$ cat src/rtl/otp_rw_ctrl.sv
// Byte read / bit-serial program sequencer for the 8Kx8 OTP macro; all outputs registered.
// Macro pins show the state of the previous cycle, so read ack lands RD_WAIT+3 cycles after req.
module otp_rw_ctrl #(
    parameter int RD_WAIT  = 4,
    parameter int PG_PULSE = 40,
    parameter int PG_GAP   = 4,
    parameter int CNT_W    = 8
) (
    input  logic        clk,
    input  logic        srst,
    input  logic        req,
    input  logic        we,
    input  logic [12:0] addr,
    input  logic [7:0]  wdata,
    input  logic        vpp_ok,
    input  logic [1:0]  twlb_cfg,
    input  logic [1:0]  sap_cfg,
    input  logic [7:0]  otp_q,
    output logic        busy,
    output logic        ack,
    output logic [7:0]  rdata,
    output logic        err,
    output logic [15:0] otp_a,
    output logic        otp_csb,
    output logic        otp_clk,
    output logic        otp_re,
    output logic        otp_pgm,
    output logic [1:0]  otp_twlb,
    output logic [1:0]  otp_sap
);

    typedef enum logic [2:0] {
        S_IDLE, S_RD_SU, S_RD_CLK, S_PG_CHK, S_PG_SU, S_PG_PULSE, S_PG_GAP, S_DONE
    } state_t;

    state_t      state_q, state_d;
    logic [CNT_W-1:0] cnt_q, cnt_d;
    logic [12:0] addr_q, addr_d;
    logic        we_q, we_d;
    logic [7:0]  wdata_q, wdata_d;
    logic [2:0]  bit_q, bit_d;
    logic        err_flag_q, err_flag_d;

    logic        busy_q, busy_d;
    logic        ack_q, ack_d;
    logic        err_q, err_d;
    logic [7:0]  rdata_q, rdata_d;
    logic [15:0] otp_a_q, otp_a_d;
    logic        otp_csb_q, otp_csb_d;
    logic        otp_clk_q, otp_clk_d;
    logic        otp_re_q, otp_re_d;
    logic        otp_pgm_q, otp_pgm_d;
    logic [1:0]  otp_twlb_q, otp_sap_q;
    logic [3:0]  nb;

    // Lowest set bit of d at index >= from; 4'h8 when there is none.
    function automatic logic [3:0] next_bit(input logic [7:0] d, input logic [3:0] from);
        logic [3:0] r;
        r = 4'h8;
        for (int i = 7; i >= 0; i--) begin
            if (d[i] && (i >= int'(from))) r = 4'(i);
        end
        return r;
    endfunction

    always_comb begin
        state_d    = state_q;
        cnt_d      = cnt_q;
        addr_d     = addr_q;
        we_d       = we_q;
        wdata_d    = wdata_q;
        bit_d      = bit_q;
        err_flag_d = err_flag_q;
        nb         = 4'h8;

        case (state_q)
            S_IDLE: begin
                if (req) begin
                    addr_d     = addr;
                    we_d       = we;
                    wdata_d    = wdata;
                    err_flag_d = 1'b0;
                    state_d    = we ? S_PG_CHK : S_RD_SU;
                end
            end
            S_RD_SU: begin
                cnt_d   = CNT_W'(RD_WAIT - 1);
                state_d = S_RD_CLK;
            end
            S_RD_CLK: begin
                if (cnt_q == '0) state_d = S_DONE;
                else             cnt_d   = cnt_q - CNT_W'(1);
            end
            S_PG_CHK: begin
                nb = next_bit(wdata_q, 4'd0);
                if (!vpp_ok) begin
                    err_flag_d = 1'b1;
                    state_d    = S_DONE;
                end else if (nb[3]) begin
                    state_d = S_DONE;
                end else begin
                    bit_d   = nb[2:0];
                    state_d = S_PG_SU;
                end
            end
            S_PG_SU: begin
                if (!vpp_ok) err_flag_d = 1'b1;
                cnt_d   = CNT_W'(PG_PULSE - 1);
                state_d = S_PG_PULSE;
            end
            S_PG_PULSE: begin
                // A supply drop lets the current pulse finish; the gap then ends the op.
                if (!vpp_ok) err_flag_d = 1'b1;
                if (cnt_q == '0) begin
                    cnt_d   = CNT_W'(PG_GAP - 1);
                    state_d = S_PG_GAP;
                end else begin
                    cnt_d = cnt_q - CNT_W'(1);
                end
            end
            S_PG_GAP: begin
                if (cnt_q == '0) begin
                    nb = next_bit(wdata_q, {1'b0, bit_q} + 4'd1);
                    if (err_flag_q || nb[3]) begin
                        state_d = S_DONE;
                    end else begin
                        bit_d   = nb[2:0];
                        state_d = S_PG_SU;
                    end
                end else begin
                    cnt_d = cnt_q - CNT_W'(1);
                end
            end
            S_DONE:  state_d = S_IDLE;
            default: state_d = S_IDLE;
        endcase
    end

    // Pin levels are decoded from the current state and registered.
    always_comb begin
        busy_d    = (state_d != S_IDLE);
        ack_d     = (state_q == S_DONE);
        err_d     = (state_q == S_DONE) && err_flag_q;
        rdata_d   = ((state_q == S_DONE) && !we_q) ? otp_q : rdata_q;
        otp_a_d   = otp_a_q;
        if (state_q == S_RD_SU) otp_a_d = {3'b000, addr_q};
        if (state_q == S_PG_SU) otp_a_d = {bit_q, addr_q};
        otp_csb_d = !(state_q inside {S_RD_SU, S_RD_CLK, S_PG_SU, S_PG_PULSE, S_PG_GAP});
        otp_re_d  = (state_q inside {S_RD_SU, S_RD_CLK});
        otp_pgm_d = (state_q inside {S_PG_SU, S_PG_PULSE});
        otp_clk_d = (state_q inside {S_RD_CLK, S_PG_PULSE});
    end

    always_ff @(posedge clk) begin
        if (srst) begin
            state_q    <= S_IDLE;
            cnt_q      <= '0;
            addr_q     <= '0;
            we_q       <= 1'b0;
            wdata_q    <= '0;
            bit_q      <= '0;
            err_flag_q <= 1'b0;
            busy_q     <= 1'b0;
            ack_q      <= 1'b0;
            err_q      <= 1'b0;
            rdata_q    <= '0;
            otp_a_q    <= '0;
            otp_csb_q  <= 1'b1;
            otp_clk_q  <= 1'b0;
            otp_re_q   <= 1'b0;
            otp_pgm_q  <= 1'b0;
            otp_twlb_q <= '0;
            otp_sap_q  <= '0;
        end else begin
            state_q    <= state_d;
            cnt_q      <= cnt_d;
            addr_q     <= addr_d;
            we_q       <= we_d;
            wdata_q    <= wdata_d;
            bit_q      <= bit_d;
            err_flag_q <= err_flag_d;
            busy_q     <= busy_d;
            ack_q      <= ack_d;
            err_q      <= err_d;
            rdata_q    <= rdata_d;
            otp_a_q    <= otp_a_d;
            otp_csb_q  <= otp_csb_d;
            otp_clk_q  <= otp_clk_d;
            otp_re_q   <= otp_re_d;
            otp_pgm_q  <= otp_pgm_d;
            otp_twlb_q <= twlb_cfg;
            otp_sap_q  <= sap_cfg;
        end
    end

    assign busy     = busy_q;
    assign ack      = ack_q;
    assign err      = err_q;
    assign rdata    = rdata_q;
    assign otp_a    = otp_a_q;
    assign otp_csb  = otp_csb_q;
    assign otp_clk  = otp_clk_q;
    assign otp_re   = otp_re_q;
    assign otp_pgm  = otp_pgm_q;
    assign otp_twlb = otp_twlb_q;
    assign otp_sap  = otp_sap_q;

endmodule

$ cat config.mk
export PLATFORM = sky130hd
export DESIGN_NAME = otp_rw_ctrl
export DESIGN_NICKNAME = d
export VERILOG_FILES = /design/src/rtl/otp_rw_ctrl.sv
export SDC_FILE = /design/constraint.sdc
export NUM_CORES = 1
export LEC_CHECK = 0
export ABC_AREA = 0
export CAP_MARGIN = 25
export CORE_ASPECT_RATIO = 2
export CORE_MARGIN = 2
export CORE_UTILIZATION = 37
export CTS_CLUSTER_DIAMETER = 150
export DETAILED_ROUTE_END_ITERATION = 16
export PLACE_DENSITY = 0.63
export SLEW_MARGIN = 20
export SYNTH_ARGS = -nofsm -noshare
export SYNTH_HDL_FRONTEND = slang
export SYNTH_SLANG_ARGS = --single-unit
$ cat constraint.sdc
create_clock -name clk -period 3.5 [get_ports clk]
set_clock_uncertainty 0.1 [all_clocks]
set_input_delay 0.35 -clock clk [delete_from_list [all_inputs] [get_ports clk]]
set_output_delay 0.35 -clock clk [all_outputs]
set_load 0.03 [all_outputs]
### After elaboration in Yosys (flattened, before gate mapping)

Cells that the tools add are included.

| cells by class | value |
|---|---|
| add/sub/neg operators | 2 |
| order comparisons | 8 |
| equality and inequality tests | 14 |
| multiplexer cells | 41 |
| reduce and logical (&&, ||, !) cells | 30 |

Operator list:

| operator | number |
|---|---|
| 2-to-1 mux 4 bit | 19 |
| 2-to-1 mux 16 bit | 2 |
| case mux 8 bit (4 select lines) | 1 |
| 2-to-1 mux 3 bit | 8 |
| case mux 3 bit (8 select lines) | 1 |
| greater-or-equal comparator 3 x 4 -> 1 bit, first input constant | 4 |
| 2-to-1 mux 8 bit | 2 |
| inequality test 2 bit, second input constant | 7 |
| == test 3 bit, second input constant | 4 |
| nonzero test 2 bit | 6 |
| logical AND 1 bit | 10 |
| greater-or-equal comparator 1 x 4 -> 1 bit, first input constant | 2 |
| greater-or-equal comparator 2 x 4 -> 1 bit, first input constant | 2 |
| logical NOT 8 bit | 1 |
| 2-to-1 mux 2 bit | 4 |
| subtractor 8 x 1 -> 8 bit, second input constant | 1 |
| == test 3 x 2 -> 1 bit, second input constant | 2 |
| case mux 3 bit (2 select lines) | 1 |
| AND reduction 5 bit | 1 |
| nonzero test 5 bit | 1 |
| adder 3 x 1 -> 4 bit, second input constant | 1 |
| AND reduction 2 bit | 2 |
| nonzero test 4 bit | 1 |
| == test 3 x 1 -> 1 bit, second input constant | 1 |
| other kinds (9) | 11 |

| word-level totals | value |
|---|---|
| register bits after elaboration | 72 |
| input bits | 38 |
| output and inout port bits | 35 |
| word-level logic and storage cells | 113 |

### Longest topological paths before layout

Gate-level depths: netlist (run 1).

| depth | value |
|---|---|
| word-level depth | 18 |
| gate-level depth with buffers | 8 |
| mapped depth without buffers | 8 |

### Worst setup path after synthesis (run 1)

OpenSTA, ideal clock, no wires.

| path | value |
|---|---|
| path kind | register to register |
| from | reg bit_q[0] |
| to | reg busy_q, in the netlist busy |
| setup time | 0.140 ns |
| data arrival time | 1.800 ns |
| required time | 3.260 ns |
| setup slack | 1.460 ns |
| stages on the path, launching flop included | 8 |
| path buffers | 0 |
| clock period less this slack | 2.040 ns |
| cell sequence | dfxtp_1 > ha_1 > nor2b_1 > o21a_1 > o211ai_1 > o21bai_1 > o31ai_1 > o311ai_1 |

| between the ends | value |
|---|---|
| word-level cells in the longest chain between the ends | 18 |
| elaborated cells on any way between the ends | 32 |
| classes of those cells | 1 x add/sub; 8 x order compare; 13 x mux; 10 x reduce/logical |

RTL lines:

| item | line | RTL |
|---|---|---|
| from (decl) | 41 | `logic [2:0] bit_q, bit_d;` |
| from (signal assigned) | 180 | `bit_q <= bit_d;` |
| adder 3 x 1 -> 4 bit (*) | 123 | `nb = next_bit(wdata_q, {1'b0, bit_q} + 4'd1);` |
| greater-or-equal comparator 3 x 4 -> 1 bit | 61 | `if (d[i] && (i >= int'(from))) r = 4'(i);` |
| logical AND 1 bit | 61 |  |
| 2-to-1 mux 4 bit (7 in series) | 61 |  |
| 2-to-1 mux 4 bit (*) | 61 |  |
| 2-to-1 mux 4 bit (*) | 122 | `if (cnt_q == '0) begin` |
| 2-to-1 mux 4 bit (*) | 76 | `case (state_q)` |
| logical OR 1 bit (*) | 124 | `if (err_flag_q \|\| nb[3]) begin` |
| 2-to-1 mux 2 bit (*) | 124 |  |
| 2-to-1 mux 3 bit (*) | 122 |  |
| case mux 3 bit (8 select lines) (*) | 76 |  |
| nonzero test 3 bit (*) | 141 | `busy_d = (state_d != S_IDLE);` |
| to (signal assigned) | 182 | `busy_q <= busy_d;` |
| to (decl) | 44 | `logic busy_q, busy_d;` |

Mark *: on every way between the ends. The rest lies on a longest branch, timed or not. The select of a mux whose other input is x is not followed.
A chain may end at the register's enable or synchronous reset.

### Final worst setup path (run 1)

| path | value |
|---|---|
| from | reg state_q[1] |
| to | reg bit_q[0] |

| between the ends | value |
|---|---|
| word-level cells in the longest chain between the ends | 3 |
| elaborated cells on any way between the ends | 9 |
| classes of those cells | 6 x eq/ne; 1 x mux; 2 x reduce/logical |

RTL lines:

| item | line | RTL |
|---|---|---|
| from (decl) | 36 | `state_t state_q, state_d;` |
| from (signal assigned) | 175 | `state_q <= state_d;` |
| == test 3 bit or == test 3 x 2 -> 1 bit (tied branches) | 76 |  |
| inequality test 2 bit (no source line) or nonzero test 2 bit (tied branches) | n/a |  |
| AND reduction 5 bit (no source line) | n/a |  |

Parallel ways exist; a longest one is shown, timed or not.

==> summary.md, run 1 <==
| Metric | Value |
|---|---|
| Crit-path max cell delay | `0.63 ns` |
| Total Die Area | `0.00950 mm2` |
| TritonCTS clock tree | `yes` |
| Met1 capacity usage during global routing | `0.186` |
| Share of cells above drive strength 1 | `0.0764` |
| Final setup fails | `0` |
| H-Tree Depth | `3` |
| Seq/Total Area, Yosys | `0.448` |
| Post-CTS Resized | `0` |
| Setup TNS | `0 ns` |
| Root Driver | `clkbuf_16` |
| First-pass GRT wire length | `13.8 mm` |
| Cell Area, Synth | `0.00322 mm2` |
| Largest net degree at the start of global routing | `36` |
| GR Util met3 | `0.0541` |
| Die H | `136 um` |
| Nets | `494` |
| Total of max-cap violations | `0` |
| Total number of vias | `2946` |
| Min cycle time layout | `2.38 ns` |
| Port bufs | `72` |
| Tcrit/Tclk final | `0.680` |
| Hold_sp | `rdata[0]` |
| Grt peak-use layer | `met2` |
| Setup bufs post-CTS | `0` |
| Core area | `0.00853 mm2` |
| Ports | `73` |
| LEAKAGE | `1.56 nW` |
| Pwr Total | `3.12 mW` |
| Util after Layout | `0.500` |
| DP Worst Slack | `1.16 ns` |
| Layout area overhead | `32.6%` |
| Cell area after layout | `0.00427 mm2` |
| Pwr Density | `732 mW/mm2` |
| Count of flip-flops with a built-in enable after synthesis | `0` |
| CP Data Arrival Time | `2.52 ns` |
| Worst Tran Pin Value | `0.861 ns` |
| Worst Setup SP | `state_q[1]` |
| Mapped Cells | `386` |
| Synth Area in Adders | `0.0117` |
| WL final | `8.18 mm` |
| Final hold vios | `0` |
| Internal reg-to-reg setup slack | `1.12 ns` |
| Pre-Repair DR Iteration Count | `5` |
| First-iteration detailed-routing DRC count | `260` |
| Synth Area per Inst | `8.33 um2` |
| Die X | `69.9 um` |
| Outcome | `finished, final reports clean` |
| Worst Hold Class | `reg -> reg` |
| Area after DPL | `0.00399 mm2` |
| Met2 GRT Util | `0.331` |
| GRT Total Usage | `0.183` |
| CP Launch Type | `flip-flop` |
| Residual DRC | `0` |
| Cell breakdown of the critical path | `nor2b_1, nand2_1, nor3_2, o21a_4, nor3_1, a311oi_2` |
| FMAX | `0.420 GHz` |
| Number of cell rows | `48` |
| Gr ovfl total | `0` |
| Worst setup EP type | `flip-flop` |
| Yosys warns | `0` |
| Compound-Gate Fraction of Synth Area | `0.202` |
| Combinational family with the most area after synthesis | `simple AND/OR/NAND/NOR gates` |
| Crit path max fanout | `14` |
| CP Data Required Time | `3.64 ns` |
| Leading cell types in the layout, fill and taps excluded | `nand2_1 (78), dfxtp_1 (72), clkdlybuf4s50_1 (71)` |
| Routability cong. | `0.812` |
| WL/cell | `14.7 um` |
| CTS max path bufs | `2` |
| Register bit total from synthesis | `72` |
| Reg-to-reg endpoint | `bit_q[0]` |
| Fraction of registers with async set/reset | `0` |
| CTS Buf Count | `9` |
| Clk sinks | `72` |
| Diodes inserted | `0` |
| Commonest non-fill, non-tap cell in the layout | `nand2_1` |
| Later-pin clock latency in the skew report | `0.33 ns` |
| Initial antenna violation count | `0` |
| Simple-Gate Fraction of Synth Area | `0.243` |
| Max Transition Viols Final | `0` |
| Worst path slowest cell | `dfxtp_1` |
| Max VDD drop | `405 uV` |
| Post-synthesis mux area share | `0.0436` |
| Reg2Reg Launch Point | `state_q[1]` |
| Crit Path Category | `reg -> reg` |
| Critical path endpoint | `bit_q[0]` |
| Hold_buf cts | `0` |
| XOR/XNOR Fraction of Synth Area | `0.0136` |
| Syn Nets | `427` |
| Initial Util | `0.377` |
| Post-route ant nets | `0` |
| DP HPWL | `6.12 mm` |
| Top FF cell, synth | `dfxtp_1` |
| CTS clk-pin slew, worst paths | `0.05 ns` |
| Setup ws final | `1.12 ns` |
| R2R cell count | `6` |
| Fill count | `845` |
| Yosys cell types | `66` |
| Unrepaired setup endpoints after global routing | `false` |
| Via density | `5.28` |
| Max-slew headroom | `0.425` |
| Vias in the first global route | `2875` |
worst min-delay path by stage:
stage | to | slack [ns] | cells past startpoint
global placement | addr_q[10] | 0.34 | 2
finish | rdata[0] | 0.35 | 2
global route | rdata[0] | 0.38 | 2
detailed placement | addr_q[10] | 0.35 | 2
CTS | addr_q[10] | 0.35 | 2
floorplan | ack | 0.33 | 1
power by group:
group          switching [mW]  leakage, nW  internal [mW]  total [mW]
clock network           0.353        0.133          0.482       0.834
registers               0.173        0.587          0.960        1.13
logic                   0.658        0.844          0.497        1.16
synth_stat cells (all sizes together) (3+ instances only):
cell / number / area [um2]
o31ai: 3 / 22.5
mux2i: 14 / 140
and2: 5 / 31.3
ha: 3 / 37.5
nand2: 79 / 299
nor2: 39 / 146
a21oi: 43 / 219
a22oi: 4 / 30.0
a21o: 3 / 23.8
buf: 9 / 48.8
dfxtp: 72 / 1440
a22o: 3 / 26.3
nor2b: 9 / 63.8
xnor2: 4 / 35.0
nor4: 4 / 25.0
nor3: 12 / 65.1
inv: 9 / 33.8
nand3: 4 / 20.0
o21ai: 11 / 58.8
a221oi: 3 / 26.3
nand2b: 4 / 32.5
clkbuf: 10 / 37.5
final cells by class:
| class | count | area [um2] | share of cell area |
|---|---|---|---|
| Clock buffer | 10 | 229 | 0.0537 |
| Clock inverter | 6 | 43.8 | 0.0103 |
| Sequential cell | 72 | 1440 | 0.338 |
| Inverter | 10 | 37.5 | 0.00880 |
| Tap cell | 100 | 125 | 0.0293 |
| Timing Repair Buffer | 75 | 738 | 0.173 |
| Multi-Input combinational cell | 285 | 1650 | 0.387 |
cells by family after synthesis:
kind of cell	count (synthesis)
multiplexers	14
XOR/XNOR	5
buffers and inverters	29
flip-flops	72
AND/OR/NAND/NOR	166
AO/OA/AOI/OAI	97
adder cells (fa/ha/maj)	3
sequential cells by signal (all words and copies together), names as in the netlist:
register / flops
ack: 1
addr_q: 13
bit_q: 3
busy: 1
cnt_q: 8
err: 1
err_flag_q: 1
otp_a: 16
otp_clk: 1
otp_csb: 1
otp_pgm: 1
otp_re: 1
otp_sap: 2
otp_twlb: 2
rdata: 8
state_q: 3
wdata_q: 8
we_q: 1
per-stage QoR:
step / instances / hold WS, ns
after CTS: 558 / 0.354
final: 558 / 0.350
after global placement: 542 / 0.342
after floorplan: 386 / 0.334
after detailed placement: 542 / 0.346
after global routing: 558 / 0.377
critical path: cells and delay by family (launching register included):
kind	cells	cell delay [ns]
simple gates	4	1.12
flops	1	0.63
compound gates	2	0.44
routing by layer:
layer,vias up,part of all wire
met5,-,0
met4,0,0.035
met3,21,0.071
met2,118,0.54
met1,1329,0.36
li1,1478,-
No activity file was read; power rests on OpenSTA's default activity.
==> run 2: changes to the inputs <==
- PLACE_DENSITY: 0.63 -> 0.65
- clock period: 3.5 -> 2 ns (I/O delays scaled with it)
==> run 2 against run 1 <==
Effect of this change:
- the run now ends with setup timing left
- register-to-register slack got worse by 1.1 ns
- sequential power rose by 69%
- clock power rose by 77%
- largest cell class unchanged
==> summary.md, run 2 (synthesis results as in run 1) <==
| Metric | Value |
|---|---|
| Final hold vios | `0 (unchanged)` |
| Core area | `0.00853 mm2 (unchanged)` |
| Cell family with most CP delay | `compound AO/OA/AOI/OAI gates` |
| First-iteration detailed-routing DRC count | `133 (-49%)` |
| Die X | `69.9 um (unchanged)` |
| LEAKAGE | `1.72 nW (+10%)` |
| Max Transition Viols Final | `0 (unchanged)` |
| Pre-Repair DR Iteration Count | `4 (-1)` |
| DP Worst Slack | `-0.0914 ns (-1.25 ns)` |
| Total number of vias | `3090 (+4.9%)` |
| Placed Cells | `569 (+5.0%)` |
| CTS Buf Count | `9 (unchanged)` |
| Worst setup EP type | `flip-flop` |
| Max VDD drop | `563 uV (+39%)` |
| Via density | `5.26 (-0.46%)` |
| Ports | `73 (unchanged)` |
| Layout Cells excl Fill | `588 (+5.4%)` |
| Max FFs per register | `16 (unchanged)` |
| Outcome | `complete, but fails checks` |
| Die H | `136 um (unchanged)` |
| Vias in the first global route | `2983 (+3.8%)` |
| Initial Util | `0.377 (unchanged)` |
| Fill count | `816 (-3.4%)` |
| TritonCTS clock tree | `yes` |
| Worst path slowest cell | `dfxtp_4` |
| Port bufs | `72 (unchanged)` |
| Pwr Density | `1290 mW/mm2 (+76%)` |
| Number of cell rows | `48 (unchanged)` |
| WL/cell | `14.8 um (+1.1%)` |
| Min cycle time layout | `2.01 ns (-0.368 ns)` |
| Setup ws final | `-0.0128 ns (-1.13 ns)` |
| Total of max-cap violations | `0 (unchanged)` |
| Residual DRC | `0 (unchanged)` |
| CP Data Arrival Time | `2.11 ns (-0.41 ns)` |
| Setup TNS | `-0.0128 ns (-0.0128 ns)` |
| Worst Hold Class | `in -> reg` |
| Commonest non-fill, non-tap cell in the layout | `nand2_1` |
| CTS clk-pin slew, worst paths | `0.06 ns (about the same)` |
| Share of cells above drive strength 1 | `0.158 (+0.0814)` |
| DP HPWL | `6.39 mm (+4.5%)` |
| Crit Path Category | `reg -> reg` |
| Clk sinks | `72 (unchanged)` |
| Later-pin clock latency in the skew report | `0.34 ns (about the same)` |
| CP Launch Type | `flip-flop` |
| WP buf/inv | `0 (unchanged)` |
| Leading cell types in the layout, fill and taps excluded | `nand2_1 (78), clkdlybuf4s50_1 (71), dfxtp_1 (68)` |
| Crit path max fanout | `4 (-10)` |
| GRT Total Usage | `0.188 (+0.00540)` |
| Unrepaired setup endpoints after global routing | `true` |
| Final setup fails | `1 (+1)` |
| Diodes inserted | `0 (unchanged)` |
| Worst Tran Pin Value | `0.513 ns (-0.347 ns)` |
| Root Driver | `clkbuf_16` |
| WL final | `8.72 mm (+6.5%)` |
| Layout area overhead | `42.5%` |
| Routability cong. | `0.858 (+5.6%)` |
| Violated checks | `setup timing` |
| Gr ovfl total | `0 (unchanged)` |
| Max-slew headroom | `0.655 (+0.230)` |
| Cell breakdown of the critical path | `ha_4, nor2b_1, o21a_1, o211ai_1, o21bai_1, o31ai_2, o311ai_1` |
| FMAX | `0.497 GHz (+18%)` |
| Largest net degree at the start of global routing | `45 (+25%)` |
| CP Data Required Time | `2.10 ns (-1.54 ns)` |
| CTS max path bufs | `2 (unchanged)` |
| Nets | `524 (+6.1%)` |
| Hold_buf cts | `0 (unchanged)` |
| Initial antenna violation count | `0 (unchanged)` |
| H-Tree Depth | `3 (unchanged)` |
| Tcrit/Tclk final | `1.01 (+0.326)` |
| First-pass GRT wire length | `14.1 mm (+2.0%)` |
| Post-route ant nets | `0 (unchanged)` |
| Total Die Area | `0.00950 mm2 (unchanged)` |
| Crit-path max cell delay | `0.37 ns (-0.26 ns)` |
-- run 2: path summary, 6_finish.rpt --
path                            depth (start not counted)     start  slack [ns]        end
worst max-delay path                                    7  bit_q[0]       -0.01       busy
worst min-delay path                                    2      srst        0.20  otp_a[15]
worst max register to register                          7  bit_q[0]       -0.01       busy
worst min register to register                          2  rdata[3]        0.35   rdata[3]
-- run 2: power breakdown --
group          internal, mW  switching, mW
clock                 0.871          0.612
combinational          1.16           1.34
sequential             1.68          0.226
total                  3.72           2.18
-- run 2: layout make-up --
type | instances | area [um2] | share of cell area
clock inverter | 5 | 31.3 | 0.00683
clock buffer | 11 | 243 | 0.0530
sequential | 72 | 1450 | 0.317
timing repair buffer | 105 | 988 | 0.216
inverter | 10 | 37.5 | 0.00819
tap | 100 | 125 | 0.0273
multi-input combinational | 285 | 1710 | 0.372
-- run 2: worst register-to-register path, cell delays in order (launching register included) --
cell      delay (ns)
dfxtp_4         0.37
ha_4            0.26
nor2b_1         0.13
o21a_1          0.19
o211ai_1        0.27
o21bai_1        0.17
o31ai_2         0.26
o311ai_1        0.13
-- run 2: repair_timing --
item                       4_1_cts  5_1_grt
setup endpoints to repair        4        7
pin swaps                        2        4
resized for setup                2       12
buffers inserted                 0        3
-- run 2: stage by stage --
step	hold WS [ns]	instance area, um2	total power [mW]	utilization
6_report	0.204	4580	5.89	0.537
5_1_grt	0.224	4580	6.26	0.537
4_1_cts	0.198	4510	5.81	0.529
3_5_place_dp	0.348	4230	4.31	0.496
3_3_place_gp	0.342	4230	4.27	0.496
2_1_floorplan	0.184	3230	3.45	-
-- run 2: layer usage --
layer  part of all wire  global-route usage
met4              0.047               0.121
met2               0.53               0.337
met5                  0                   0
met1               0.38               0.196
met3              0.039              0.0415
==> RTL change, RTL diff (flow settings as in run 2) <==
Register the output `err` once more, with the module's reset; this adds one clock of latency there. The other outputs are not delayed to match.
--- a/src/rtl/otp_rw_ctrl.sv
+++ b/src/rtl/otp_rw_ctrl.sv
@@ -196,5 +196,11 @@
     assign busy     = busy_q;
     assign ack      = ack_q;
-    assign err      = err_q;
+    always_ff @(posedge clk) begin
+        if (srst) begin
+            err <= '0;
+        end else begin
+            err <= err_q;
+        end
+    end
     assign rdata    = rdata_q;
     assign otp_a    = otp_a_q;
Check against the original RTL: not equivalent (a bounded check fails within 4 cycles, from zero or initial values and one cycle with srst high).
==> RTL change against run 2 <==
The flow still finishes with violations (negative setup slack); clock power increased by 15%; sequential cell count is 1 higher; synthesized cell count up 2.6%; synthesized area up 3.1%; cell area grew 9.3%; non-clock buffer count is 25 higher; wire length grew 8.2%; worst setup slack got worse by 120 ps; count of clock-buffer cells in the layout did not move; core utilization grew 4.2 points; power increased by 20%; critical endpoint is now bit_q[2]$_SDFFE_PP0P_; highest routed layer unchanged.
==> RTL change: results <==
[grt]
grt_use_total_pct = 19.5
met2_usage_pct = 37.2
met1_usage_pct = 19.6
globalRouteMet3Util_pct = 3.56
grt_pass1_wl_mm = 14.9
first_global_vias = 3114
grt_max_degree = 57

[route]
met2_length_mm = 5.52
wl_met1_mm = 3.39
vias = 3252
routed-wl-met3_um = 255
drt-initial-drc-count = 193
wl_per_cell_um = 15.3

[final_layout]
fin_cells = 617
finalNetCount = 555
drive_above_1_share_pct = 24.2

[yosys]
synth_area_leaders = "dfxtp_1 (44%), nand2_1 (7.9%), a21oi_1 (6.8%)"
syn_inst = 396
ys_seq_area_share_pct = 44.1
syn-num-nets = 439
synth_common_cells = "dfxtp_1 (73), nand2_1 (70), a21oi_1 (45)"
ys_types = 60

[critical_path]
timing.rr.end = "bit_q[2]$_SDFFE_PP0P_"
cp.arrival_ps = 2250
r2r-start = "bit_q[1]$_SDFFE_PP0P_"
cp_max_fo = 6

[sta]
setup_violations = 5
max-slew-margin-rel_pct = 72.4
fin_ws_ps = -133

[run_status]
outcome = "complete, but fails checks"
violations = "negative setup slack"

[place]
dpl.hpwl_mm = 6.77
post-place-ws_ps = -166
place_congestion = 0.858

[worst_hold_path]
holdPathEnd = "bit_q[2]$_SDFFE_PP0P_"
min_from = "srst"

[power_and_ir_drop]
leakagePower_nw = 1.88
peakVddDrop_uv = 722
-- RTL change: cell count changes in the layout (fill, tap and decap cells not counted), sizes merged, moves of 3 or more --
cell,delta
or3,+4
and2,-3
a31oi,+6
buf,+25
a211oi,+6
nor3,-5
xnor2,+3
a22o,+3
nor4,+3
nand2,-9
-- RTL change: power breakdown --
group	leakage [nW]	switching [W]	total, W	internal (W)
clock network	0.157	0.000623	0.00170	0.00108
registers	0.598	0.000202	0.00194	0.00173
logic	1.12	0.00183	0.00343	0.00160
total	1.88	0.00266	0.00707	0.00441
-- RTL change: timing repair --
item | CTS | global route
buffers inserted | 4 | 5
endpoints found under the hold margin | 0 | 0
gates resized for setup | 14 | 26
setup endpoints to repair | 11 | 21
pin swaps | 2 | 13
-- RTL change: stage by stage --
stage / cell area (µm²) / setup TNS [ps] / hold slack [ps]
floorplan: 3360 / -52.6 / 228
global placement: 4450 / -567 / 328
detailed placement: 4450 / -791 / 328
CTS: 4860 / -417 / 140
global route: 5010 / -983 / 151
finish: 5010 / -458 / 156
-- RTL change: logic make-up after synthesis --
kind of cell               share of synthesized area, %
muxes                                              4.23
buffers and inverters                              5.70
adders and majority gates                          1.89
xor gates and xnor gates                           1.85
AOI/OAI and AO/OA                                  21.3
and+or+nand+nor                                    20.9
DFF                                                44.1
-- RTL change: how the worst max path moves through the flow --
stage                     startpoint               endpoint  slack [ps]  cells after the start
3_5_place_dp   bit_q[0]$_SDFFE_PP0P_  bit_q[1]$_SDFFE_PP0P_        -170                      9
6_report       bit_q[1]$_SDFFE_PP0P_  bit_q[2]$_SDFFE_PP0P_        -130                      7
4_1_cts        bit_q[1]$_SDFFE_PP0P_  bit_q[2]$_SDFFE_PP0P_        -120                      7
3_3_place_gp   bit_q[0]$_SDFFE_PP0P_  bit_q[1]$_SDFFE_PP0P_        -150                      9
2_1_floorplan  bit_q[1]$_SDFFE_PP0P_  bit_q[2]$_SDFFE_PP0P_         -50                      8
5_1_grt        bit_q[1]$_SDFFE_PP0P_  bit_q[2]$_SDFFE_PP0P_        -200                      8
-- RTL change: cell type report --
| class | count | area [µm²] |
|---|---|---|
| Sequential cell | 73 | 1470 |
| Inverter | 12 | 45.0 |
| Clock buffer | 11 | 264 |
| Fill cell | 781 | 3640 |
| Tap cell | 100 | 125 |
| Timing Repair Buffer | 130 | 1180 |
| Multi-Input combinational cell | 286 | 1860 |
| Clock inverter | 5 | 60.1 |
-- RTL change: critical path, stage by stage, from the launching register on --
cell,delay [ps]
dfxtp_4,370
ha_4,180
xnor2_2,130
o311a_1,360
or3_4,350
o211ai_4,240
mux2i_1,220
nor2_1,50
